`config.mk`:
```
export PLATFORM = sky130hd
export DESIGN_NAME = lane_array
export DESIGN_NICKNAME = d
export VERILOG_FILES = /design/src/rtl/lane_array.sv
export SDC_FILE = /design/constraint.sdc
export NUM_CORES = 1
export LEC_CHECK = 0
export ABC_CLOCK_PERIOD_IN_PS = 4050
export BUFFER_PORTS_ARGS = -buffer_cell sky130_fd_sc_hd__buf_4
export CELL_PAD_IN_SITES_DETAIL_PLACEMENT = 1
export CELL_PAD_IN_SITES_GLOBAL_PLACEMENT = 2
export CORE_MARGIN = 8
export CORE_UTILIZATION = 37
export CTS_CLUSTER_DIAMETER = 80
export DETAILED_ROUTE_END_ITERATION = 8
export PLACE_DENSITY_LB_ADDON = 0.1
export SLEW_MARGIN = 20
export SYNTH_ARGS = -nofsm -noshare
export SYNTH_HDL_FRONTEND = slang
export SYNTH_SLANG_ARGS = --single-unit
```
`constraint.sdc`:
```
create_clock -name clk -period 4.05 [get_ports clk]
set_clock_uncertainty 0.05 [all_clocks]
set_input_delay 0.405 -clock clk [delete_from_list [all_inputs] [get_ports clk]]
set_output_delay 0.405 -clock clk [all_outputs]
set_load 0.005 [all_outputs]
```
`src/rtl/lane_array.sv`:
```
// SIMD-style accumulator lane array with shared global registers and a
// serial readout port that shifts one lane's accumulator out LSB first.
module lane_array #(
    parameter int unsigned NR_LANES    = 4,
    parameter int unsigned BIT_WIDTH   = 8,
    parameter int unsigned GLOBAL_REGS = 12
) (
    input  logic        clk,
    input  logic        reset,
    input  logic [15:0] opcode,
    input  logic        execute,
    output logic        ready,
    output logic        valid_bit,
    output logic        output_bit,
    output logic        last_bit
);

    localparam int unsigned CNT_W = (BIT_WIDTH > 1) ? $clog2(BIT_WIDTH) : 1;

    localparam logic [0:0] S_IDLE  = 1'b0;
    localparam logic [0:0] S_SHIFT = 1'b1;

    logic [BIT_WIDTH-1:0] acc_q [NR_LANES];
    logic [BIT_WIDTH-1:0] acc_d [NR_LANES];
    logic [BIT_WIDTH-1:0] g_q   [GLOBAL_REGS];
    logic [BIT_WIDTH-1:0] g_d   [GLOBAL_REGS];
    logic [NR_LANES-1:0]  en_q, en_d;
    logic [0:0]           state_q, state_d;
    logic [CNT_W-1:0]     cnt_q, cnt_d;
    logic [BIT_WIDTH-1:0] sr_q, sr_d;
    logic                 valid_d, obit_d, last_d;

    logic                 accept;
    logic [1:0]           op_cls;
    logic [3:0]           fld;
    logic [3:0]           gidx;
    logic [BIT_WIDTH-1:0] imm;
    logic [BIT_WIDTH-1:0] g_sel;
    logic [BIT_WIDTH-1:0] store_val;
    logic                 store_hit;
    logic [BIT_WIDTH-1:0] snap;
    logic                 unused_opcode;

    assign op_cls        = opcode[15:14];
    assign fld           = opcode[12:9];
    assign gidx          = opcode[3:0];
    assign imm           = BIT_WIDTH'(opcode[7:0]);
    assign unused_opcode = ^{opcode[13], opcode[8]};

    assign ready  = (state_q == S_IDLE);
    assign accept = execute & ready;

    // Operand selection: unimplemented globals read as zero, out-of-range lanes snapshot zero
    always_comb begin
        g_sel     = '0;
        store_val = '0;
        store_hit = 1'b0;
        snap      = '0;
        for (int i = 0; i < GLOBAL_REGS; i++) begin
            if (gidx == 4'(i)) g_sel = g_q[i];
        end
        for (int i = NR_LANES - 1; i >= 0; i--) begin
            if (en_q[i]) begin
                store_hit = 1'b1;
                store_val = acc_q[i];
            end
        end
        for (int i = 0; i < NR_LANES; i++) begin
            if (fld == 4'(i)) snap = acc_q[i];
        end
    end

    // Next-state: instruction execution in IDLE, serial shifting in SHIFT
    always_comb begin
        acc_d   = acc_q;
        g_d     = g_q;
        en_d    = en_q;
        state_d = state_q;
        cnt_d   = cnt_q;
        sr_d    = sr_q;
        valid_d = valid_bit;
        obit_d  = output_bit;
        last_d  = last_bit;

        if (state_q == S_IDLE) begin
            if (accept) begin
                case (op_cls)
                    2'b00: begin
                        for (int i = 0; i < NR_LANES; i++)
                            if (en_q[i]) acc_d[i] = imm;
                    end
                    2'b01: begin
                        for (int i = 0; i < NR_LANES; i++)
                            if (en_q[i]) acc_d[i] = acc_q[i] + g_sel;
                    end
                    2'b10: begin
                        for (int i = 0; i < NR_LANES; i++)
                            if (en_q[i]) acc_d[i] = acc_q[i] - g_sel;
                    end
                    default: begin
                        if (opcode[7] && store_hit) begin
                            for (int i = 0; i < GLOBAL_REGS; i++)
                                if (fld == 4'(i)) g_d[i] = store_val;
                        end
                        case (opcode[6:5])
                            2'b01: begin
                                for (int i = 0; i < NR_LANES; i++)
                                    en_d[i] = (fld == 4'(i));
                            end
                            2'b10:   en_d = '1;
                            2'b11:   en_d = '0;
                            default: en_d = en_q;
                        endcase
                        if (opcode[4]) begin
                            state_d = S_SHIFT;
                            cnt_d   = '0;
                            sr_d    = snap >> 1;
                            valid_d = 1'b1;
                            obit_d  = snap[0];
                            last_d  = (BIT_WIDTH == 1);
                        end
                    end
                endcase
            end
        end else begin
            if (cnt_q == CNT_W'(BIT_WIDTH - 1)) begin
                state_d = S_IDLE;
                cnt_d   = '0;
                valid_d = 1'b0;
                obit_d  = 1'b0;
                last_d  = 1'b0;
            end else begin
                cnt_d   = cnt_q + CNT_W'(1);
                obit_d  = sr_q[0];
                sr_d    = sr_q >> 1;
                last_d  = (cnt_q == CNT_W'(BIT_WIDTH - 2));
            end
        end
    end

    always_ff @(posedge clk or posedge reset) begin
        if (reset) begin
            for (int i = 0; i < NR_LANES; i++) acc_q[i] <= '0;
            for (int i = 0; i < GLOBAL_REGS; i++) g_q[i] <= '0;
            en_q       <= '1;
            state_q    <= S_IDLE;
            cnt_q      <= '0;
            sr_q       <= '0;
            valid_bit  <= 1'b0;
            output_bit <= 1'b0;
            last_bit   <= 1'b0;
        end else begin
            acc_q      <= acc_d;
            g_q        <= g_d;
            en_q       <= en_d;
            state_q    <= state_d;
            cnt_q      <= cnt_d;
            sr_q       <= sr_d;
            valid_bit  <= valid_d;
            output_bit <= obit_d;
            last_bit   <= last_d;
        end
    end

endmodule
```
[Word-level counts from Yosys, hierarchy flattened]
Cells that the tools add are included.
Storage, ports and cells
  bits in registers: 147
  input port bits: 19
  output and inout port bits: 4
  logic and storage cells: 176
Operators by class
  add/sub/neg operators: 9
  eq/ne operators: 44
  mux-type cells: 68
  bitwise gates (word level): 3
  reduce and logical (&&, ||, !) cells: 29
Operators by type and width (number)
  $mux 8: 37
  $pmux 32 s3: 1
  $reduce_and 5->1: 12
  $add 8x8->8: 4
  $eq 4x3->1 const B: 8
  $eq 4x4->1 const B: 8
  $sub 8x8->8: 4
  $ne 2x2->1 const B: 13
  $mux 1: 24
  $reduce_and 6->1: 4
  $eq 4x2->1 const B: 4
  $mux 3: 5
  $pmux 4 s3: 1
  $reduce_and 4->1: 3
  $eq 4x1->1 const B: 2
  $logic_not 4->1: 2
  $eq 2x2->1 const B: 3
  $eq 3x3->1 const B: 2
  $reduce_bool 3->1: 2
  $eq 2x1->1 const B: 2
  $ne 2x1->1 const B: 2
  $reduce_bool 2->1: 2
  $add 3x1->3 const B: 1
  $reduce_and 3->1: 1
  5 further kinds: 6

[Longest topological paths before layout]
Gate-level depths: netlist of run 1.
  depth in word-level cells: 16
  depth in mapped cells: 17
  depth with buffers taken out: 16

[Worst setup path after synthesis of run 1]
No wires, ideal clock.
  kind: input to register
  from: input port opcode[0]
  to: register acc_q[23] (netlist bit)
  setup time: 0.130 ns
  arrival time: 4.038 ns
  data required time: 3.870 ns
  path slack: -0.168 ns
  stages: 17
  path buffers: 1
  cell sequence: buf_6 > mux2_1 > o21ai_1 > o2111ai_1 > and2_1 > inv_1 > ha_1 > mux2i_1 > ha_1 > a21oi_1 > o21ai_0 > a32o_1 > maj3_2 > maj3_2 > o41ai_1 > o311ai_1 > nor3b_1
On the way
  longest elaborated chain between the ends: 16
  elaborated cells between the ends (all ways): 29
  classes of those cells: 2 x add/sub; 11 x eq/ne; 15 x mux; 1 x reduce/logical
RTL lines
  from (decl): RTL line 10  | input logic [15:0] opcode,
  $logic_not 4->1: RTL line 60  | if (gidx == 4'(i)) g_sel = g_q[i];
  $mux 8 (11 in series): RTL line 60
  $mux 8 (*): RTL line 60
  $sub 8x8->8 or $add 8x8->8 (tied branches): RTL line 98, 94
  $mux 8 (on tied branches): RTL line 98, 94
  $pmux 32 s3 (*): RTL line 87  | case (op_cls)
  to (signal assigned): RTL line 153  | acc_q <= acc_d;
  to (decl): RTL line 23  | logic [BIT_WIDTH-1:0] acc_q [NR_LANES];
Mark *: on every way between the ends. The rest lies on a longest branch, timed or not. The select of a mux whose other input is x is not followed.
A chain may end at the register's enable or synchronous reset.

[Final worst setup path of run 1]
  from: register g_q[25] (netlist bit)
  to: register acc_q[7] (netlist bit)
On the way
  longest elaborated chain between the ends: 7
  elaborated cells between the ends (all ways): 9
  classes of those cells: 2 x add/sub; 7 x mux
RTL lines
  from (decl): RTL line 25  | logic [BIT_WIDTH-1:0] g_q [GLOBAL_REGS];
  from (signal assigned): RTL line 154  | g_q <= g_d;
  $mux 8 (*) (4 in series): RTL line 60
  $sub 8x8->8 or $add 8x8->8 (tied branches): RTL line 98, 94
  $mux 8 (on tied branches): RTL line 98, 94
  $pmux 32 s3 (*): RTL line 87
Marks and branches as above.

==> results of run 1 <==
Yosys cell counts, types with 10 or more instances:
master and number:
nor2_1 159, nand2_1 41, maj3_2 15, inv_1 47, dfrtp_1 142, xor2_1 12, a31oi_1 24, o21ai_0 46
nor3_1 14, clkbuf_1 48, and3_1 10, mux4_2 15, a211oi_1 17, ha_1 21, mux2i_1 19, a21oi_1 145
stage by stage:
step | worst slack, ns | total power, mW
after floorplan | 0.0206 | 4.12
after global placement | -0.350 | 5.12
after detailed placement | -0.577 | 5.30
after CTS | -0.0406 | 7.13
after global routing | -0.249 | 7.66
final | -0.0924 | 7.22
metal layers:
layer / global-route usage (%) / routed length [um] / part of all wire [%] / vias up
li1: - / - / - / 3694
met1: 24.3 / 12300 / 40 / 4114
met2: 41.6 / 16800 / 54 / 113
met3: 2.78 / 695 / 2.3 / 52
met4: 8.47 / 999 / 3.2 / 0
met5: 0 / 0 / 0 / -
registers in the layout (all words and copies together), names as in the netlist:
register,flops
en_q,4
state_q,1
valid_bit,1
output_bit,1
acc_q,32
cnt_q,3
last_bit,1
g_q,96
sr_q,7
power groups by stage:
stage	logic, mW	registers, mW	clock network (mW)
finish	3.16	2.37	1.69
CTS	3.05	2.36	1.72
global placement	2.77	2.35	0
global route	3.46	2.43	1.78
floorplan	2.04	2.09	0
detailed placement	2.92	2.38	0
how the worst max path moves through the flow:
stage / cells past startpoint / start / slack, ns / end
finish: 18 / g_q[25] / -0.09 / acc_q[7]
detailed placement: 18 / opcode[1] / -0.58 / acc_q[31]
global placement: 18 / opcode[1] / -0.35 / acc_q[31]
CTS: 17 / g_q[25] / -0.04 / acc_q[23]
floorplan: 17 / opcode[3] / 0.02 / acc_q[22]
global route: 18 / g_q[25] / -0.25 / acc_q[7]
what timing repair did:
action,in CTS,in global routing
pin swaps,18,18
resized for setup,26,17
hold endpoints to repair,0,0
buffers inserted,12,7
endpoints found under the setup margin,11,12
placed cells by master, fill, tap and decap left out, types with 17 or more instances in the layout:
cell type / count
nor2_1: 158
a31oi_1: 24
clkbuf_16: 17
nand2_1: 39
o21ai_0: 41
inv_1: 44
mux2i_1: 18
buf_4: 129
dfrtp_1: 142
ha_1: 17
a21oi_1: 139
critical path, cell delays in order, from the launching register on:
cell and delay (ns):
dfrtp_1 0.41, or4b_1 0.49, o311ai_2 0.10, a32oi_2 0.10, and2_4 0.20, inv_4 0.06
ha_4 0.19, mux2i_4 0.25, buf_4 0.17, buf_6 0.09, ha_4 0.20, a21oi_4 0.17
nand2_1 0.08, a32oi_1 0.30, maj3_2 0.30, a21oi_4 0.07, o2111a_1 0.13, or3_1 0.37
o311a_1 0.29
cell families after synthesis:
logic type | count (synthesis)
adders and majority gates | 44
DFF | 146
xor gates and xnor gates | 22
buffers and inverters | 115
muxes | 41
and+or+nand+nor | 285
AOI/OAI and AO/OA | 322
cell type report:
cell class                      count  area [sq um]
Clock buffer                       17           425
Clock inverter                     14           185
Fill cell                        2758         13000
Inverter                           48           189
Multi-Input combinational cell    714          5090
Sequential cell                   146          3660
Tap cell                          324           405
Timing Repair Buffer              136          1070
==> key figures, run 1 <==
STA
  – RSZ-0062 raised after global routing: yes
  – Finish-stage setup viols: 5
  – Period utilization: 102%
  – Setup_tns: -0.339 ns
  – Slew @ Worst Pin: 1.01 ns
  – Minimum clock period: 4.14 ns
  – FMAX: 241 MHz
  – Slew margin rel.: 32.1%
  – Hold Vio Cnt, Final: 0
  – Setup WS post-layout: -0.0924 ns
  – Max Transition Viols Final: 0
  – Hold WS: 0.103 ns

Clock network
  – Root buf cell: clkbuf_16
  – Clk_lat worst skew: 0.43 ns
  – TritonCTS Buffers: 17
  – Hold buffers post-CTS: 0
  – Clock slew at reported path FFs: 0.07 ns
  – Clock Path Buffers: 2
  – Sink Count: 146
  – CTS tree: done
  – # H-tree levels: 4

Power and ir drop
  – Switching pwr: 3.04 mW
  – Lkg Pwr: 4.78 nW
  – Combinational share of power: 43.8%
  – Clock Power Share: 23.4%
  – Peak VDD IR: 0.310 mV
  – Int Power: 4.18 mW
  – Reg power frac: 32.8%
  – Power Density: 655 nW/um^2
  – Sw Share: 42.1%

Routing
  – DRC: 0
  – DRT Pass-1 Iters: 4
  – 1st-iter DRT viols: 375
  – Via count: 7,973
  – Wirelength, routed: 30,800 um
  – Final ANT Viol Nets: 0
  – WL/cell: 22.0 um
  – DR vias/cell: 5.70

Synthesis
  – Post-synthesis simple-gate area fraction: 14.8%
  – Synthesized flop and latch total: 146
  – Largest family of logic cells by synthesized area: compound AO/OA/AOI/OAI gates
  – EDFF count, synth: 0
  – Mapped Cells: 975
  – Synth Cell Area: 8920 sq um
  – Top post-synthesis cells by area: dfrtp_1 40%, a21oi_1 8.1%, nor2_1 6.7%
  – Sequential area share after synthesis: 41.0%
  – Synthesized-area fraction occupied by xor and xnor cells: 2.24%
  – Post-synthesis mux area share: 7.01%
  – YS warnings: 0
  – Area leader, netlist: dfrtp_1
  – Average size of a mapped cell: 9.15 sq um
  – Adder-cell share of the synthesized area: 6.18%
  – Async SR Flop Fraction: 100%
  – Post-synthesis compound-gate area fraction: 22.9%
  – Syn_nets: 1,019
  – Netlist cell types: 87
  – Synth top area share: 39.8%
  – Primary FF master, synth: dfrtp_1

Floorplanning
  – Core ar.: 24,000 sq um
  – Die Ht: 171 um
  – Initial Util: 37.1%
  – Die area: 29,300 sq um
  – Die W: 171 um
  – Row count: 57
  – I/O pin total: 23

Global routing
  – Initial antenna violation count: 0
  – Grt ovf: 0
  – Largest net degree at the start of global routing: 75
  – Total Routing Usage GR: 21.9%
  – Global-route wire length before repair: 49,500 um
  – Vias in the first global route: 8,819

Setup path
  – R2R depth: 18
  – Worst Setup End Kind: flop
  – Crit-path max FO: 4
  – Worst Setup Start Kind: flop
  – Worst path arrival time: 4.41 ns
  – CP required: 4.32 ns
  – R2R Path Start: g_q[25]
  – R2R Setup Slk: -0.09 ns
  – RR Endpoint: acc_q[7]
  – Crit Path Category: reg2reg

Layout
  – Fin area: 11,000 sq um
  – Layout cell share with drive strength beyond 1: 26.0%
  – Non-Filler Instances: 1,399
  – Area grow syn2layout: 23.5%
  – # diodes: 0
  – Nets@finish: 1,107
  – Fin util: 45.9%

Run status
  – Failing checks: negative setup slack
  – Status: finished with violations

Place
  – Port Buffers: 20
  – Final HPWL DP: 22,600 um
  – Placed standard-cell area: 10,000 sq um
  – Placed instance count: 1,349
  – GPL Wtd Cong: 0.855

Run
  – Max-Cap Viols: 0

Min path
  – HP Class: in2async
No activity file was read; power rests on OpenSTA's default activity.
==> run 2, diff against run 1 <==
--- a/config.mk
+++ b/config.mk
@@ -9,8 +9,9 @@
 export BUFFER_PORTS_ARGS = -buffer_cell sky130_fd_sc_hd__buf_4
 export CELL_PAD_IN_SITES_DETAIL_PLACEMENT = 1
 export CELL_PAD_IN_SITES_GLOBAL_PLACEMENT = 2
+export CORE_ASPECT_RATIO = 0.6
 export CORE_MARGIN = 8
-export CORE_UTILIZATION = 37
+export CORE_UTILIZATION = 35
 export CTS_CLUSTER_DIAMETER = 80
 export DETAILED_ROUTE_END_ITERATION = 8
 export PLACE_DENSITY_LB_ADDON = 0.1
==> run 2 against run 1 <==
Against the previous run: the run still ends with negative setup slack left; hold slack better by 0.18 ns; utilization is 1.5 points lower; clock power hardly changed; sequential power hardly changed; critical path type unchanged; sequential cell count stayed put; power is 0.65% higher; highest routed layer is now met5; setup slack better by 0.018 ns; wire length is 1.8% higher; sequential share of layout area is 0.42 points lower; register-to-register slack better by 0.02 ns; final cell count is 1.7% higher.
==> key figures, run 2 (synthesis results as in run 1) <==
Routing
  – 1st-iter DRT viols: 496 (was 375)
  – WL/cell: 22.0 um (about the same)
  – DR vias/cell: 5.55 (was 5.70)
  – Via count: 7,903 (was 7,973)
  – DRC: 0 (unchanged)
  – Wirelength, routed: 31,400 um (was 30,800 um)
  – DRT Pass-1 Iters: 5 (was 4)
  – Final ANT Viol Nets: 0 (unchanged)

Place
  – Placed instance count: 1,375 (was 1,349)
  – Place WS: -0.443 ns (was -0.577 ns)
  – Placed standard-cell area: 10,200 sq um (was 10,000 sq um)
  – Final HPWL DP: 23,100 um (was 22,600 um)
  – Port Buffers: 20 (unchanged)
  – GPL Wtd Cong: 0.839 (was 0.855)

Clock network
  – TritonCTS Buffers: 17 (unchanged)
  – Root buf cell: clkbuf_16 (unchanged)
  – Sink Count: 146 (unchanged)
  – CTS tree: done (unchanged)
  – Clock Path Buffers: 2 (unchanged)
  – Clk_lat worst skew: 0.44 ns (was 0.43 ns)
  – # H-tree levels: 4 (unchanged)
  – Clock slew at reported path FFs: 0.07 ns (about the same)

Floorplanning
  – Initial Util: 35.5% (was 37.1%)
  – Die Ht: 140 um (was 171 um)
  – I/O pin total: 23 (unchanged)
  – Die W: 222 um (was 171 um)
  – Die area: 31,000 sq um (was 29,300 sq um)
  – Row count: 45 (was 57)
  – Core ar.: 25,200 sq um (was 24,000 sq um)

STA
  – Finish-stage setup viols: 3 (was 5)
  – Hold Vio Cnt, Final: 0 (unchanged)
  – FMAX: 242 MHz (was 241 MHz)
  – Hold WS: 0.279 ns (was 0.103 ns)
  – Period utilization: 102% (about the same)
  – Slew margin rel.: 29.6% (was 32.1%)
  – Setup_tns: -0.101 ns (was -0.339 ns)
  – Setup WS post-layout: -0.0741 ns (was -0.0924 ns)
  – Max Transition Viols Final: 0 (unchanged)
  – Slew @ Worst Pin: 1.06 ns (was 1.01 ns)
  – Minimum clock period: 4.12 ns (was 4.14 ns)
  – RSZ-0062 raised after global routing: yes (unchanged)

Power and ir drop
  – Total power: 7.26 mW (was 7.22 mW)
  – Sw Share: 40.9% (was 42.1%)
  – Switching pwr: 2.97 mW (was 3.04 mW)
  – Power Density: 651 nW/um^2 (was 655 nW/um^2)
  – Peak VDD IR: 0.239 mV (was 0.310 mV)
  – Combinational share of power: 43.8% (about the same)
  – Lkg Pwr: 4.86 nW (was 4.78 nW)
  – Int Power: 4.29 mW (was 4.18 mW)
  – Clock Power Share: 23.2% (was 23.4%)
  – Reg power frac: 32.9% (was 32.8%)

Layout
  – Nets@finish: 1,125 (was 1,107)
  – Most common cell after layout, fill and taps aside: nor2_1 (unchanged)
  – Reg with most FFs: g_q (unchanged)
  – Largest registers: g_q x96, acc_q x32, sr_q x7 (unchanged)
  – # fillers: 2,870 (was 2,758)
  – Fin area: 11,200 sq um (was 11,000 sq um)
  – Area grow syn2layout: 25.1% (was 23.5%)
  – Most frequent cells in the layout: 158 x nor2_1, 149 x buf_4, 142 x dfrtp_1 (was 158 x nor2_1, 142 x dfrtp_1, 139 x a21oi_1)
  – # diodes: 0 (unchanged)
  – Non-Filler Instances: 1,423 (was 1,399)
  – Layout cell share with drive strength beyond 1: 27.2% (was 26.0%)
  – Max reg flops: 96 (unchanged)
  – Fin util: 44.4% (was 45.9%)

Setup path
  – Crit Path Category: reg2reg (unchanged)
  – Worst Setup Start Kind: flop (unchanged)
  – Crit-path max FO: 5 (was 4)
  – Worst path arrival time: 4.40 ns (was 4.41 ns)
  – CP required: 4.32 ns (about the same)
  – Worst Setup End Kind: flop (unchanged)

Run
  – Max-Cap Viols: 0 (unchanged)

Min path
  – HP Class: in2reg (was in2async)

Global routing
  – Initial antenna violation count: 1 (was 0)
  – Vias in the first global route: 8,100 (was 8,819)
  – Largest net degree at the start of global routing: 103 (was 75)
  – Grt ovf: 0 (unchanged)
  – Total Routing Usage GR: 20.6% (was 21.9%)
  – Global-route wire length before repair: 49,400 um (was 49,500 um)

Run status
  – Failing checks: negative setup slack (unchanged)
  – Status: finished with violations (unchanged)
[run 2: cell types whose count changed in the layout (fill, tap and decap cells not counted), moves of 2 or more]
cell	delta
maj3_1	-2
inv_8	-5
inv_6	-2
buf_4	+20
clkinv_2	+3
clkbuf_8	+2
clkinvlp_4	+3
buf_6	-4
[run 2: critical path, cell delays in order (launching register included)]
cell and delay, ns:
dfrtp_1 0.40, or4b_4 0.49, o311ai_2 0.10, a32oi_2 0.10, and2_4 0.19, inv_4 0.06, ha_4 0.13, mux2i_4 0.09
buf_4 0.17, inv_4 0.08, fa_2 0.24, inv_1 0.05, maj3_2 0.30, maj3_2 0.34, maj3_2 0.33, maj3_2 0.35
or4_1 0.39, and3_1 0.16
[run 2: layout make-up]
type	count	area (sq um)	share of cell area, %
flip-flops and latches	146	3660	32.8
multi-input cells	714	5090	45.6
clock inverters	12	154	1.38
well taps	329	412	3.69
inverters	48	189	1.69
repair buffers	154	1210	10.8
clock buffers	20	457	4.09
[run 2: power by group through the flow]
| stage | Clock [mW] | Combinational, mW | Sequential [mW] |
|---|---|---|---|
| 3_5_place_dp | 0 | 2.96 | 2.39 |
| 3_3_place_gp | 0 | 2.91 | 2.38 |
| 4_1_cts | 1.72 | 3.06 | 2.37 |
| 6_report | 1.69 | 3.18 | 2.39 |
| 5_1_grt | 1.77 | 3.51 | 2.46 |
| 2_1_floorplan | 0 | 2.04 | 2.09 |
[run 2: worst paths after layout]
path	start	end	slack, ns	depth (start not counted)
setup / recovery	g_q[25]	acc_q[22]	-0.07	17
hold / removal	opcode[6]	acc_q[6]	0.28	3
setup reg to reg	g_q[25]	acc_q[22]	-0.07	17
hold reg to reg	last_bit	last_bit	0.46	2
max in group asynchronous	reset	acc_q[23]	2.46	4
min in group asynchronous	reset	g_q[84]	0.52	3
[run 2: metal layers]
metal	global-route usage, %	vias to the layer above	wire [um]
met5	0	-	11
met4	5.25	2	356
met3	4.72	26	1570
met2	27.2	130	12200
met1	32.4	4001	17300
li1	-	3744	-
[run 2: timing repair]
item,CTS,global route
hold buffers,1,0
pin swaps,25,10
hold endpoints to repair,21,0
endpoints found under the setup margin,8,9
setup buffers,8,7
gates cloned,0,0
resized for setup,13,29
==> run 3, diff against run 2 <==
--- a/config.mk
+++ b/config.mk
@@ -5,17 +5,17 @@
 export SDC_FILE = /design/constraint.sdc
 export NUM_CORES = 1
 export LEC_CHECK = 0
+export ABC_AREA = 1
 export ABC_CLOCK_PERIOD_IN_PS = 4050
 export BUFFER_PORTS_ARGS = -buffer_cell sky130_fd_sc_hd__buf_4
 export CELL_PAD_IN_SITES_DETAIL_PLACEMENT = 1
 export CELL_PAD_IN_SITES_GLOBAL_PLACEMENT = 2
 export CORE_ASPECT_RATIO = 0.6
 export CORE_MARGIN = 8
-export CORE_UTILIZATION = 35
+export CORE_UTILIZATION = 33
 export CTS_CLUSTER_DIAMETER = 80
 export DETAILED_ROUTE_END_ITERATION = 8
 export PLACE_DENSITY_LB_ADDON = 0.1
-export SLEW_MARGIN = 20
 export SYNTH_ARGS = -nofsm -noshare
 export SYNTH_HDL_FRONTEND = slang
 export SYNTH_SLANG_ARGS = --single-unit
==> run 3 against run 2 <==
Against the previous run: utilization fell by 5.3 points; count of clock-buffer cells in the layout fell by 2; the run now ends clean; design area fell by 7.9%; hold slack got worse by 0.21 ns; clock power fell by 4%; sequential share of layout area rose by 2.8 points; synthesized cell count rose by 24%; critical endpoint is now acc_q[21].
==> key figures, run 3 <==
Global routing
  – Largest net degree at the start of global routing: 147 (was 103)
  – Vias in the first global route: 8,096 (was 8,100)
  – Initial antenna violation count: 0 (was 1)
  – Total Routing Usage GR: 21.1% (was 20.6%)
  – Grt ovf: 0 (unchanged)
  – Global-route wire length before repair: 50,700 um (was 49,400 um)

STA
  – Minimum clock period: 3.68 ns (was 4.12 ns)
  – Finish-stage setup viols: 0 (was 3)
  – Hold Vio Cnt, Final: 0 (unchanged)
  – Slew @ Worst Pin: 0.961 ns (was 1.06 ns)
  – Setup WS post-layout: 0.374 ns (was -0.0741 ns)
  – Max Transition Viols Final: 0 (unchanged)
  – FMAX: 272 MHz (was 242 MHz)
  – Period utilization: 90.8% (was 102%)
  – Slew margin rel.: 35.9% (was 29.6%)
  – RSZ-0062 raised after global routing: no (was yes)

Setup path
  – Crit Path Category: in2reg (was reg2reg)
  – Worst Setup Start Kind: primary input (was flop)
  – Worst Setup End Kind: flop (unchanged)
  – Crit-path max FO: 5 (unchanged)
  – CP required: 4.37 ns (was 4.32 ns)
  – Worst path arrival time: 3.99 ns (was 4.40 ns)

Layout
  – Layout cell share with drive strength beyond 1: 14.3% (was 27.2%)
  – Area grow syn2layout: 16.5% (was 25.1%)
  – Most common cell after layout, fill and taps aside: nand2_1 (was nor2_1)
  – Reg with most FFs: g_q (unchanged)
  – Nets@finish: 1,317 (was 1,125)
  – Max reg flops: 96 (unchanged)
  – Most frequent cells in the layout: 262 x nand2_1, 157 x nor2_1, 142 x dfrtp_1 (was 158 x nor2_1, 149 x buf_4, 142 x dfrtp_1)
  – Fin area: 10,300 sq um (was 11,200 sq um)
  – Largest registers: g_q x96, acc_q x32, sr_q x7 (unchanged)
  – # diodes: 0 (unchanged)

Synthesis
  – Most common cell in the netlist: nand2_1 (was nor2_1)
  – Synthesized flop and latch total: 146 (unchanged)
  – Netlist cell types: 49 (was 87)
  – Mapped Cells: 1,212 (was 975)
  – Async SR Flop Fraction: 100% (unchanged)
  – Area leader, netlist: dfrtp_1 (unchanged)
  – EDFF count, synth: 0 (unchanged)
  – Sequential area share after synthesis: 41.4% (was 41.0%)
  – Synth top area share: 40.2% (was 39.8%)
  – Average size of a mapped cell: 7.29 sq um (was 9.15 sq um)
  – Synth Cell Area: 8830 sq um (was 8920 sq um)
  – Post-synth top cells: 262 x nand2_1, 157 x nor2_1, 142 x dfrtp_1, 136 x inv_1, 102 x nand3_1 (was 159 x nor2_1, 145 x a21oi_1, 142 x dfrtp_1, 48 x clkbuf_1, 47 x inv_1)
  – Top post-synthesis cells by area: dfrtp_1 40%, nand2_1 11%, nor2_1 6.7% (was dfrtp_1 40%, a21oi_1 8.1%, nor2_1 6.7%)
  – Primary FF master, synth: dfrtp_1 (unchanged)
  – Syn_nets: 1,256 (was 1,019)
  – YS warnings: 0 (unchanged)

Run status
  – Status: complete, no violations (was finished with violations)

Clock network
  – TritonCTS Buffers: 17 (unchanged)
  – Setup Buffers After CTS: 0 (was 8)
  – Sink Count: 146 (unchanged)
  – CTS tree: done (unchanged)
  – Root buf cell: clkbuf_16 (unchanged)
  – Clock Path Buffers: 2 (unchanged)
  – Clk_lat worst skew: 0.45 ns (was 0.44 ns)
  – Clock slew at reported path FFs: 0.06 ns (was 0.07 ns)
  – # H-tree levels: 4 (unchanged)
  – # resized after CTS: 0 (was 13)
  – Hold buffers post-CTS: 0 (was 1)

Power and ir drop
  – Peak VDD IR: 0.328 mV (was 0.239 mV)
  – Power Density: 675 nW/um^2 (was 651 nW/um^2)
  – Lkg Pwr: 5.04 nW (was 4.86 nW)

Place
  – Port Buffers: 20 (unchanged)
  – Placed standard-cell area: 9710 sq um (was 10,200 sq um)
  – Final HPWL DP: 25,300 um (was 23,100 um)
  – GPL Wtd Cong: 0.835 (was 0.839)
  – Place WS: -0.0595 ns (was -0.443 ns)

Routing
  – DR vias/cell: 5.08 (was 5.55)
  – DRC: 0 (unchanged)
  – Wirelength, routed: 32,800 um (was 31,400 um)
  – WL/cell: 20.0 um (was 22.0 um)
  – DRT Pass-1 Iters: 5 (unchanged)
  – Final ANT Viol Nets: 0 (unchanged)
  – 1st-iter DRT viols: 560 (was 496)
  – Via count: 8,348 (was 7,903)

Run
  – Max-Cap Viols: 0 (unchanged)

Floorplanning
  – Die W: 227 um (was 222 um)
  – Die area: 32,400 sq um (was 31,000 sq um)
  – Initial Util: 33.5% (was 35.5%)
  – Row count: 46 (was 45)
  – I/O pin total: 23 (unchanged)
  – Die Ht: 143 um (was 140 um)
  – Core ar.: 26,400 sq um (was 25,200 sq um)

Min path
  – HP Class: in2async (was in2reg)
==> run 3: cell types whose count changed after synthesis, moves of 15 or more <==
| cell | before | now |
|---|---|---|
| a21oi_1 | 145 | 95 |
| nand2_2 | 1 | 17 |
| clkbuf_1 | 48 | 25 |
| nor2_2 | 2 | 17 |
| mux2i_1 | 19 | 0 |
| inv_1 | 47 | 136 |
| o21ai_0 | 46 | 91 |
| maj3_2 | 15 | 0 |
| nand2_1 | 41 | 262 |
| nand3_1 | 9 | 102 |
| mux4_2 | 15 | 0 |
| a211oi_1 | 17 | 0 |
==> run 3: path summary, 6_finish.rpt <==
check	endpoint	cells past startpoint	slack, ns	startpoint
worst min-delay path	g_q[37]	3	0.07	reset
worst max register to register	acc_q[21]	22	0.40	g_q[89]
max in group asynchronous	sr_q[0]	3	3.09	reset
worst min register to register	g_q[68]	2	0.43	g_q[68]
min in group clk	cnt_q[0]	4	0.26	execute
worst max-delay path	acc_q[21]	26	0.37	opcode[2]
==> run 3: layout make-up <==
type                       instances  area [sq um]
timing repair buffer              73           561
fill                            3307         16100
tap                              360           450
clock inverter                    12           134
sequential                       146          3660
clock buffer                      18           439
inverter                         152           574
multi-input combinational        883          4470
==> run 3: worst max-delay path: stages <==
cell and delay, ns:
buf_4 0.13, inv_1 0.07, nand2_2 0.07, nor2_1 0.37
nand2_1 0.11, nand3_1 0.12, nor2_1 0.09, nand4_1 0.09
nand2_1 0.08, nand4_2 0.09, nor2_4 0.05, ha_1 0.28
inv_1 0.03, o21ai_0 0.35, inv_1 0.12, buf_4 0.17
ha_1 0.26, a21oi_1 0.19, buf_4 0.16, nand2_1 0.05
and2_1 0.17, nand3_1 0.11, nand3_1 0.11, nand3b_1 0.10
nand3_1 0.08, a31oi_1 0.15
==> run 3: report_power, final <==
| group | total [mW] | internal (mW) | switching [mW] |
|---|---|---|---|
| Sequential | 2.22 | 1.86 | 0.361 |
| Clock | 1.62 | 0.918 | 0.697 |
| Combinational | 3.11 | 0.969 | 2.14 |
==> run 3: routing by layer <==
layer	vias up	track usage (%)	part of all wire (%)
li1	4096	-	-
met1	4077	34.5	57
met2	152	26.6	37
met3	23	4.65	5.6
met4	0	4.68	1.1
met5	-	0	0
==> run 3: kinds of logic after synthesis <==
logic type               Yosys count  share of synthesized area (%)
AND/OR/NAND/NOR                  609                           30.9
buffers and inverters            183                           8.02
AO/OA/AOI/OAI                    245                           15.3
XOR/XNOR                           4                          0.397
adder cells (fa/ha/maj)           25                           3.88
flip-flops                       146                           41.4
==> run 3: stage by stage <==
stage          cells  hold slack [ns]  TNS (ns)  total power, mW  utilization [%]
2_1_floorplan   1212            0.395         0             4.12                -
3_3_place_gp    1614            0.410         0             5.27             36.8
3_5_place_dp    1614            0.423   -0.0595             5.33             36.8
4_1_cts         1644            0.191         0             6.98             39.0
5_1_grt         1644            0.186         0             7.47             39.0
6_report        1644           0.0732         0             6.94             39.0
